`src/rtl/gp_axis_host_driver.sv`:
```
// Host-side AXI-Stream driver: streams a source-memory block out as one packet,
// then collects the result packet into a destination memory.
module gp_axis_host_driver #(
  parameter int DATA_WIDTH    = 32,
  parameter int IN_DATA_NUM   = 8,
  parameter int OUT_DATA_NUM  = 4,
  parameter int IN_ADR_WIDTH  = 8,
  parameter int OUT_ADR_WIDTH = 8
) (
  input  logic                     clk,
  input  logic                     rst_n,
  input  logic                     start,
  output logic                     busy,
  output logic                     done,
  output logic                     err,
  output logic [OUT_ADR_WIDTH:0]   rcv_cnt,
  output logic [IN_ADR_WIDTH-1:0]  src_adr,
  output logic                     src_rd,
  input  logic [DATA_WIDTH-1:0]    src_data,
  output logic [OUT_ADR_WIDTH-1:0] dst_adr,
  output logic [DATA_WIDTH-1:0]    dst_data,
  output logic                     dst_wr,
  output logic [DATA_WIDTH-1:0]    m_data,
  output logic                     m_valid,
  output logic                     m_last,
  input  logic                     m_ready,
  input  logic [DATA_WIDTH-1:0]    s_data,
  input  logic                     s_valid,
  input  logic                     s_last,
  output logic                     s_ready
);

  localparam logic [2:0] IDLE = 3'd0;
  localparam logic [2:0] RD   = 3'd1;
  localparam logic [2:0] LOAD = 3'd2;
  localparam logic [2:0] SEND = 3'd3;
  localparam logic [2:0] RECV = 3'd4;
  localparam logic [2:0] FIN  = 3'd5;

  localparam logic [IN_ADR_WIDTH-1:0]  IN_LAST  = IN_ADR_WIDTH'(IN_DATA_NUM - 1);
  localparam logic [OUT_ADR_WIDTH-1:0] OUT_LAST = OUT_ADR_WIDTH'(OUT_DATA_NUM - 1);

  logic [2:0]               state;
  logic [2:0]               state_nxt;
  logic [IN_ADR_WIDTH-1:0]  in_cnt;
  logic [OUT_ADR_WIDTH-1:0] out_cnt;
  logic                     accept_start;
  logic                     m_fire;
  logic                     s_fire;
  logic                     in_last;
  logic                     out_last;

  assign accept_start = (state == IDLE) && start;
  assign m_fire       = (state == SEND) && m_ready;
  assign s_fire       = (state == RECV) && s_valid;
  assign in_last      = (in_cnt == IN_LAST);
  assign out_last     = (out_cnt == OUT_LAST);

  always_comb begin
    state_nxt = state;
    case (state)
      IDLE: if (start) state_nxt = RD;
      RD:   state_nxt = LOAD;
      LOAD: state_nxt = SEND;
      SEND: if (m_ready) state_nxt = in_last ? RECV : RD;
      RECV: if (s_valid && (s_last || out_last)) state_nxt = FIN;
      FIN:  state_nxt = IDLE;
      default: state_nxt = IDLE;
    endcase
  end

  always_ff @(posedge clk) begin
    if (!rst_n) state <= IDLE;
    else        state <= state_nxt;
  end

  // Counters stop at their terminal index so they always fit the address width.
  always_ff @(posedge clk) begin
    if (!rst_n)                 in_cnt <= '0;
    else if (accept_start)      in_cnt <= '0;
    else if (m_fire && !in_last) in_cnt <= in_cnt + 1'b1;
  end

  always_ff @(posedge clk) begin
    if (!rst_n)                   out_cnt <= '0;
    else if (accept_start)        out_cnt <= '0;
    else if (s_fire && !out_last) out_cnt <= out_cnt + 1'b1;
  end

  always_ff @(posedge clk) begin
    if (!rst_n)            rcv_cnt <= '0;
    else if (accept_start) rcv_cnt <= '0;
    else if (s_fire)       rcv_cnt <= rcv_cnt + 1'b1;
  end

  // Error when TLAST does not coincide with the final expected result word.
  always_ff @(posedge clk) begin
    if (!rst_n)                          err <= 1'b0;
    else if (accept_start)               err <= 1'b0;
    else if (s_fire && (s_last != out_last)) err <= 1'b1;
  end

  always_ff @(posedge clk) begin
    if (!rst_n)              m_data <= '0;
    else if (state == LOAD)  m_data <= src_data;
  end

  assign busy     = (state != IDLE);
  assign done     = (state == FIN);
  assign src_rd   = (state == RD);
  assign src_adr  = in_cnt;
  assign m_valid  = (state == SEND);
  assign m_last   = (state == SEND) && in_last;
  assign s_ready  = (state == RECV);
  assign dst_wr   = s_fire;
  assign dst_adr  = out_cnt;
  assign dst_data = s_data;

endmodule

```
`config.mk`:
```
export PLATFORM = sky130hd
export DESIGN_NAME = gp_axis_host_driver
export DESIGN_NICKNAME = d
export VERILOG_FILES = /design/src/rtl/gp_axis_host_driver.sv
export SDC_FILE = /design/constraint.sdc
export NUM_CORES = 1
export LEC_CHECK = 0
export ABC_AREA = 1
export BUFFER_PORTS_ARGS = -buffer_cell sky130_fd_sc_hd__buf_2
export CAP_MARGIN = 10
export CORE_MARGIN = 2
export CORE_UTILIZATION = 30
export CTS_CLUSTER_DIAMETER = 40
export CTS_CLUSTER_SIZE = 20
export DETAILED_ROUTE_END_ITERATION = 8
export PLACE_DENSITY_LB_ADDON = 0.08
export SLEW_MARGIN = 0
export SYNTH_ARGS = -nofsm -noshare
export SYNTH_HDL_FRONTEND = slang
export SYNTH_SLANG_ARGS = --single-unit
```
`constraint.sdc`:
```
create_clock -name clk -period 2 [get_ports clk]
set_input_delay 0.3 -clock clk [delete_from_list [all_inputs] [get_ports clk]]
set_output_delay 0.3 -clock clk [all_outputs]
set_load 0.01 [all_outputs]
```
== Yosys cells after proc, flatten, opt, wreduce, memory -nomap -nowiden ==
Index checks and enable logic that the tools add are counted.
Cells by class
  $add $sub $neg: 3
  equal/unequal tests: 11
  muxes and demuxes: 5
  bitwise gates (word level): 1
  reduce and logical (&&, ||, !) cells: 15
Operator list (number)
  adder 8 x 1 -> 8 bit (second input constant): 2
  one-hot mux 3 bit (5 select lines): 1
  2-to-1 mux 3 bit: 4
  adder 9 x 1 -> 9 bit (second input constant): 1
  == test 8 x 2 -> 1 bit (second input constant): 1
  == test 8 x 3 -> 1 bit (second input constant): 1
  logical AND 1 bit: 8
  == test 3 x 2 -> 1 bit (second input constant): 2
  == test 3 bit (second input constant): 2
  != test 2 x 1 -> 1 bit (second input constant): 2
  == test 3 x 1 -> 1 bit (second input constant): 1
  zero test 3 bit: 1
  AND reduction 3 bit: 1
  nonzero test 3 bit: 1
  zero test 1 bit: 2
  != test 2 bit (second input constant): 1
  OR reduction 2 bit: 1
  logical OR 1 bit: 1
  != test 1 bit: 1
  NOT 1 bit: 1
Storage, ports and cells
  flip-flop bits (word level): 61
  input bits: 70
  output and inout port bits: 97
  logic and storage cells: 41

== Depth between registers and ports, before layout ==
  depth in word-level cells: 5
  depth in mapped cells: 12
  depth with buffers taken out: 12

== Least setup slack after synthesis ==
No wires, ideal clock.
  path type: register to register
  start point: reg out_cnt[0] (netlist: dst_adr[0])
  end point: reg state[2]
  arrival: 1525 ps
  required time: 1887 ps
  slack: 362 ps
  stages on the path, launching flop included: 12
  path buffers: 0
  period minus slack after synthesis: 1638 ps
  cells stage by stage: dfxtp_1 > ha_1 > nand2_1 > nor2_1 > inv_1 > ha_1 > inv_1 > nand2_1 > nand2_1 > nand3_1 > nor2_1 > nor2_1
Between the ends
  cells in the longest elaborated chain, start to end: 5
Ends and longest elaborated chain
  from (decl): RTL line 46  | logic [OUT_ADR_WIDTH-1:0] out_cnt;
  from (signal assigned): RTL line 87  | else if (s_fire && !out_last) out_cnt <= out_cnt + 1'b1;
  == test 8 x 2 -> 1 bit: RTL line 57  | assign out_last = (out_cnt == OUT_LAST);
  logical OR 1 bit: RTL line 66  | RECV: if (s_valid && (s_last || out_last)) state_nxt = FIN;
  logical AND 1 bit: RTL line 66
  != test 2 x 1 -> 1 bit (no line)
  AND reduction 3 bit (no line)
  to (signal assigned): RTL line 74  | else state <= state_nxt;
  to (decl): RTL line 43  | logic [2:0] state;
No other way between the ends.
A chain may end at the register's enable or synchronous reset.

== Worst setup path in the final report ==
  start point: reg in_cnt[1] (netlist: src_adr[1])
  end point: out m_last
Between the ends
  cells in the longest elaborated chain, start to end: 2
Ends and longest elaborated chain
  from (decl): RTL line 45  | logic [IN_ADR_WIDTH-1:0] in_cnt;
  from (signal assigned): RTL line 81  | else if (m_fire && !in_last) in_cnt <= in_cnt + 1'b1;
  == test 8 x 3 -> 1 bit: RTL line 56  | assign in_last = (in_cnt == IN_LAST);
  logical AND 1 bit: RTL line 113  | assign m_last = (state == SEND) && in_last;
  to (decl): RTL line 25  | output logic m_last,
No other way between the ends.

==> key figures <==
Status
  – Outcome: finished, final reports clean

Min path
  – Tightest Hold Check Type: input pin to flop

Run
  – Max-cap violation count: 0

Routing
  – Pre-antenna DRT Iters: 4
  – DR vias: 2860
  – ANT nets after route: 0
  – Routed length on met1: 3670 um
  – DR WL met2: 3650 um
  – 1st-iter DRT viols: 81
  – Routed WL: 7950 um
  – WL per Instance: 12.4 um
  – DRC: 0
  – Via density: 4.47
  – Detail Route met3 WL: 559 um
  – Max Used Layer: met4

Critical path
  – FF-to-FF End: state[2]
  – Critical Path RT: 1700 ps
  – CP Max Fanout: 4
  – Startpoint types: flop
  – CP cell instances: ha_1 > nand3_1 > nor2_2 > nand2_1 > inv_1 > buf_2
  – Crit path from: src_adr[1]
  – Reg2reg start: dst_adr[0]
  – Slowest CP cell: dfxtp_1
  – Delay of the slowest critical-path stage: 390 ps
  – Critical path destination: m_last
  – CP endpoint kind: output pin
  – Crit Path Category: flop to output pin
  – R2r setup slk: 270 ps
  – R2R cell count: 11
  – Crit path DAT: 1550 ps

Die
  – # rows: 36
  – Die Width: 104 um
  – Die height: 104 um
  – Starting Density: 0.308
  – Die area: 10800 um^2
  – Core area: 9770 um^2
  – Ports: 167

Yosys
  – Syn Inst Count: 428
  – Post-synthesis compound-gate area fraction: 0.105
  – Syn nets: 502
  – Synthesis warning total: 0
  – Largest family of logic cells by synthesized area: simple AND/OR/NAND/NOR gates
  – Synthesized area: 3010 um^2
  – Flops & latches, synth: 61
  – Seq/Total Area, Yosys: 0.406
  – Synth Area per Inst: 7.03 um^2
  – Distinct cell type count after synthesis: 24
  – Adder-cell share of the synthesized area: 0.0166
  – Post-synthesis xor/xnor area fraction: 0.0175
  – Post-synthesis simple-gate area fraction: 0.311
  – Multiplexer share of the synthesized area: 0

Clock network
  – H-tree lvl count: 3
  – Clock-pin slew on the worst setup and hold paths: 80 ps
  – Num Clock Sinks: 61
  – Clk_lat worst skew: 340 ps
  – Clk Tree Root Cell: clkbuf_8
  – CTS tree: done
  – TritonCTS Buffers: 9
  – Clock buffer depth: 2

Timing
  – Final Hold Viols: 0
  – Worst Skew: 9.95 ps
  – Slew Viols, Final: 0
  – Crit path time final: 1850 ps
  – RSZ-0062 raised after global routing: false
  – Tightest hold margin: 220 ps
  – Setup Viol. Count Final: 0
  – Relative slew margins: 0.641
  – Fmax: 539 MHz
  – Worst slew pin tran: 535 ps
  – Final worst path period share: 0.927
  – Total negative slack: 0 ps

Power
  – Leak: 1.69 nW
  – Total power: 3.98 mW
  – Peak supply drop: 0.521 mV
  – P per Cell Area: 1090 nW/um^2

Global routing
  – First-pass GRT wire length: 12600 um
  – GRT Util Overall: 0.144
  – Largest net degree at the start of global routing: 34
  – Vias in the first global route: 2522
  – Grt ovf: 0
  – Initial antenna violation count: 0

Cells and area
  – Fin util: 0.375
  – Layout cells sized above 1: 0.272
  – FILL cells: 1092
  – Antenna cell count: 0
  – Synthesis-to-finish area growth: 21.8%
  – Net total in the final layout: 576
  – Non-filler instance count after layout: 640

Placement
  – Final HPWL from detailed placement: 5610 um
  – # port buffers: 102
  – Number of placed instances, taps included: 624
  – RePlAce Congestion: 0.767
[logic make-up after synthesis]
group	after synthesis
and+or+nand+nor	214
AOI/OAI and AO/OA	63
buffers and inverters	80
DFF	61
adders and majority gates	4
xor gates and xnor gates	6
[worst min path at each step]
stage                       from         end  slack, ps  cells after the start
finish              src_data[25]  m_data[25]        220                      3
global route        src_data[24]  m_data[24]        200                      3
CTS                 src_data[25]  m_data[25]        200                      3
detailed placement    m_data[20]  m_data[20]        450                      2
global placement       m_data[2]   m_data[2]        440                      2
floorplan                  rst_n    state[2]        420                      2
[report_power, final]
group | total, mW | leakage (nW) | switching [mW] | internal [mW]
Sequential | 1.51 | 0.494 | 0.123 | 1.38
Combinational | 1.23 | 1.08 | 0.811 | 0.423
Clock | 1.24 | 0.113 | 0.529 | 0.707
Total | 3.98 | 1.69 | 1.46 | 2.51
[critical path: cells and delay by family (launching register included)]
family,cells,cell delay [ps]
simple gates,3,410
flops,1,390
buf+inv,2,190
fa+ha+maj,1,220
[synthesized netlist by cell type]
| master | count | area, um^2 |
|---|---|---|
| nand2_1 | 121 | 454 |
| dfxtp_1 | 61 | 1220 |
| a21oi_1 | 53 | 265 |
| nand3_1 | 42 | 210 |
| buf_4 | 33 | 248 |
| inv_1 | 31 | 116 |
| nor2_1 | 31 | 116 |
| clkbuf_1 | 8 | 30.0 |
| nand3b_1 | 7 | 52.6 |
| o21ai_0 | 7 | 35.0 |
| buf_2 | 6 | 30.0 |
| xor2_1 | 6 | 52.6 |
| ha_1 | 4 | 50.1 |
| nor2_2 | 4 | 25.0 |
| inv_2 | 2 | 7.51 |
| nor2_4 | 2 | 22.5 |
| nor3_1 | 2 | 10.0 |
| o21ai_1 | 2 | 10.0 |
| a31oi_1 | 1 | 6.26 |
| and3_1 | 1 | 6.26 |
| nand3_2 | 1 | 10.0 |
| nand3_4 | 1 | 17.5 |
| nand4_1 | 1 | 6.26 |
| or2_0 | 1 | 6.26 |
[stage by stage]
stage	area, um^2	worst slack (ps)
3_5_place_dp	3440	291
4_1_cts	3660	15.6
2_1_floorplan	3010	362
5_1_grt	3670	9.38
3_3_place_gp	3440	319
6_report	3670	145
[placed cells by master, fill, tap and decap left out, types with 2 or more instances in the layout]
| master | n |
|---|---|
| a21oi_1 | 53 |
| buf_2 | 102 |
| buf_4 | 8 |
| bufinv_16 | 2 |
| clkbuf_8 | 9 |
| clkinv_4 | 4 |
| dfxtp_1 | 60 |
| ha_1 | 4 |
| inv_1 | 31 |
| inv_2 | 2 |
| nand2_1 | 121 |
| nand3_1 | 42 |
| nand3b_1 | 7 |
| nor2_1 | 30 |
| nor2_2 | 5 |
| nor2_4 | 2 |
| nor3_1 | 2 |
| o21ai_0 | 7 |
| o21ai_1 | 2 |
| xor2_1 | 6 |
[sequential cells by signal, summed over array words and instances (netlist names)]
| name | cells |
|---|---|
| m_data | 32 |
| dst_adr | 8 |
| src_adr | 8 |
| err | 1 |
| rcv_cnt | 9 |
| state | 3 |
[per-layer routing]
metal	up-vias	GRT usage
li1	1488	-
met3	10	0.0576
met5	-	0
met1	1293	0.184
met2	69	0.224
met4	0	0.0454
[area by class of cell]
class | count | area, um^2 | share of cell area
repair buffers | 110 | 571 | 0.156
clock inverters | 7 | 100 | 0.0273
multi-input cells | 287 | 1360 | 0.371
well taps | 133 | 166 | 0.0454
inverters | 33 | 124 | 0.0338
clock buffers | 9 | 124 | 0.0338
flip-flops and latches | 61 | 1220 | 0.333
[what timing repair did]
item / 4_1_cts / 5_1_grt
endpoints found under the setup margin: 0 / 1
setup buffers: 0 / 0
hold buffers: 0 / 0
resized for setup: 0 / 2
No activity file was read; power rests on OpenSTA's default activity.
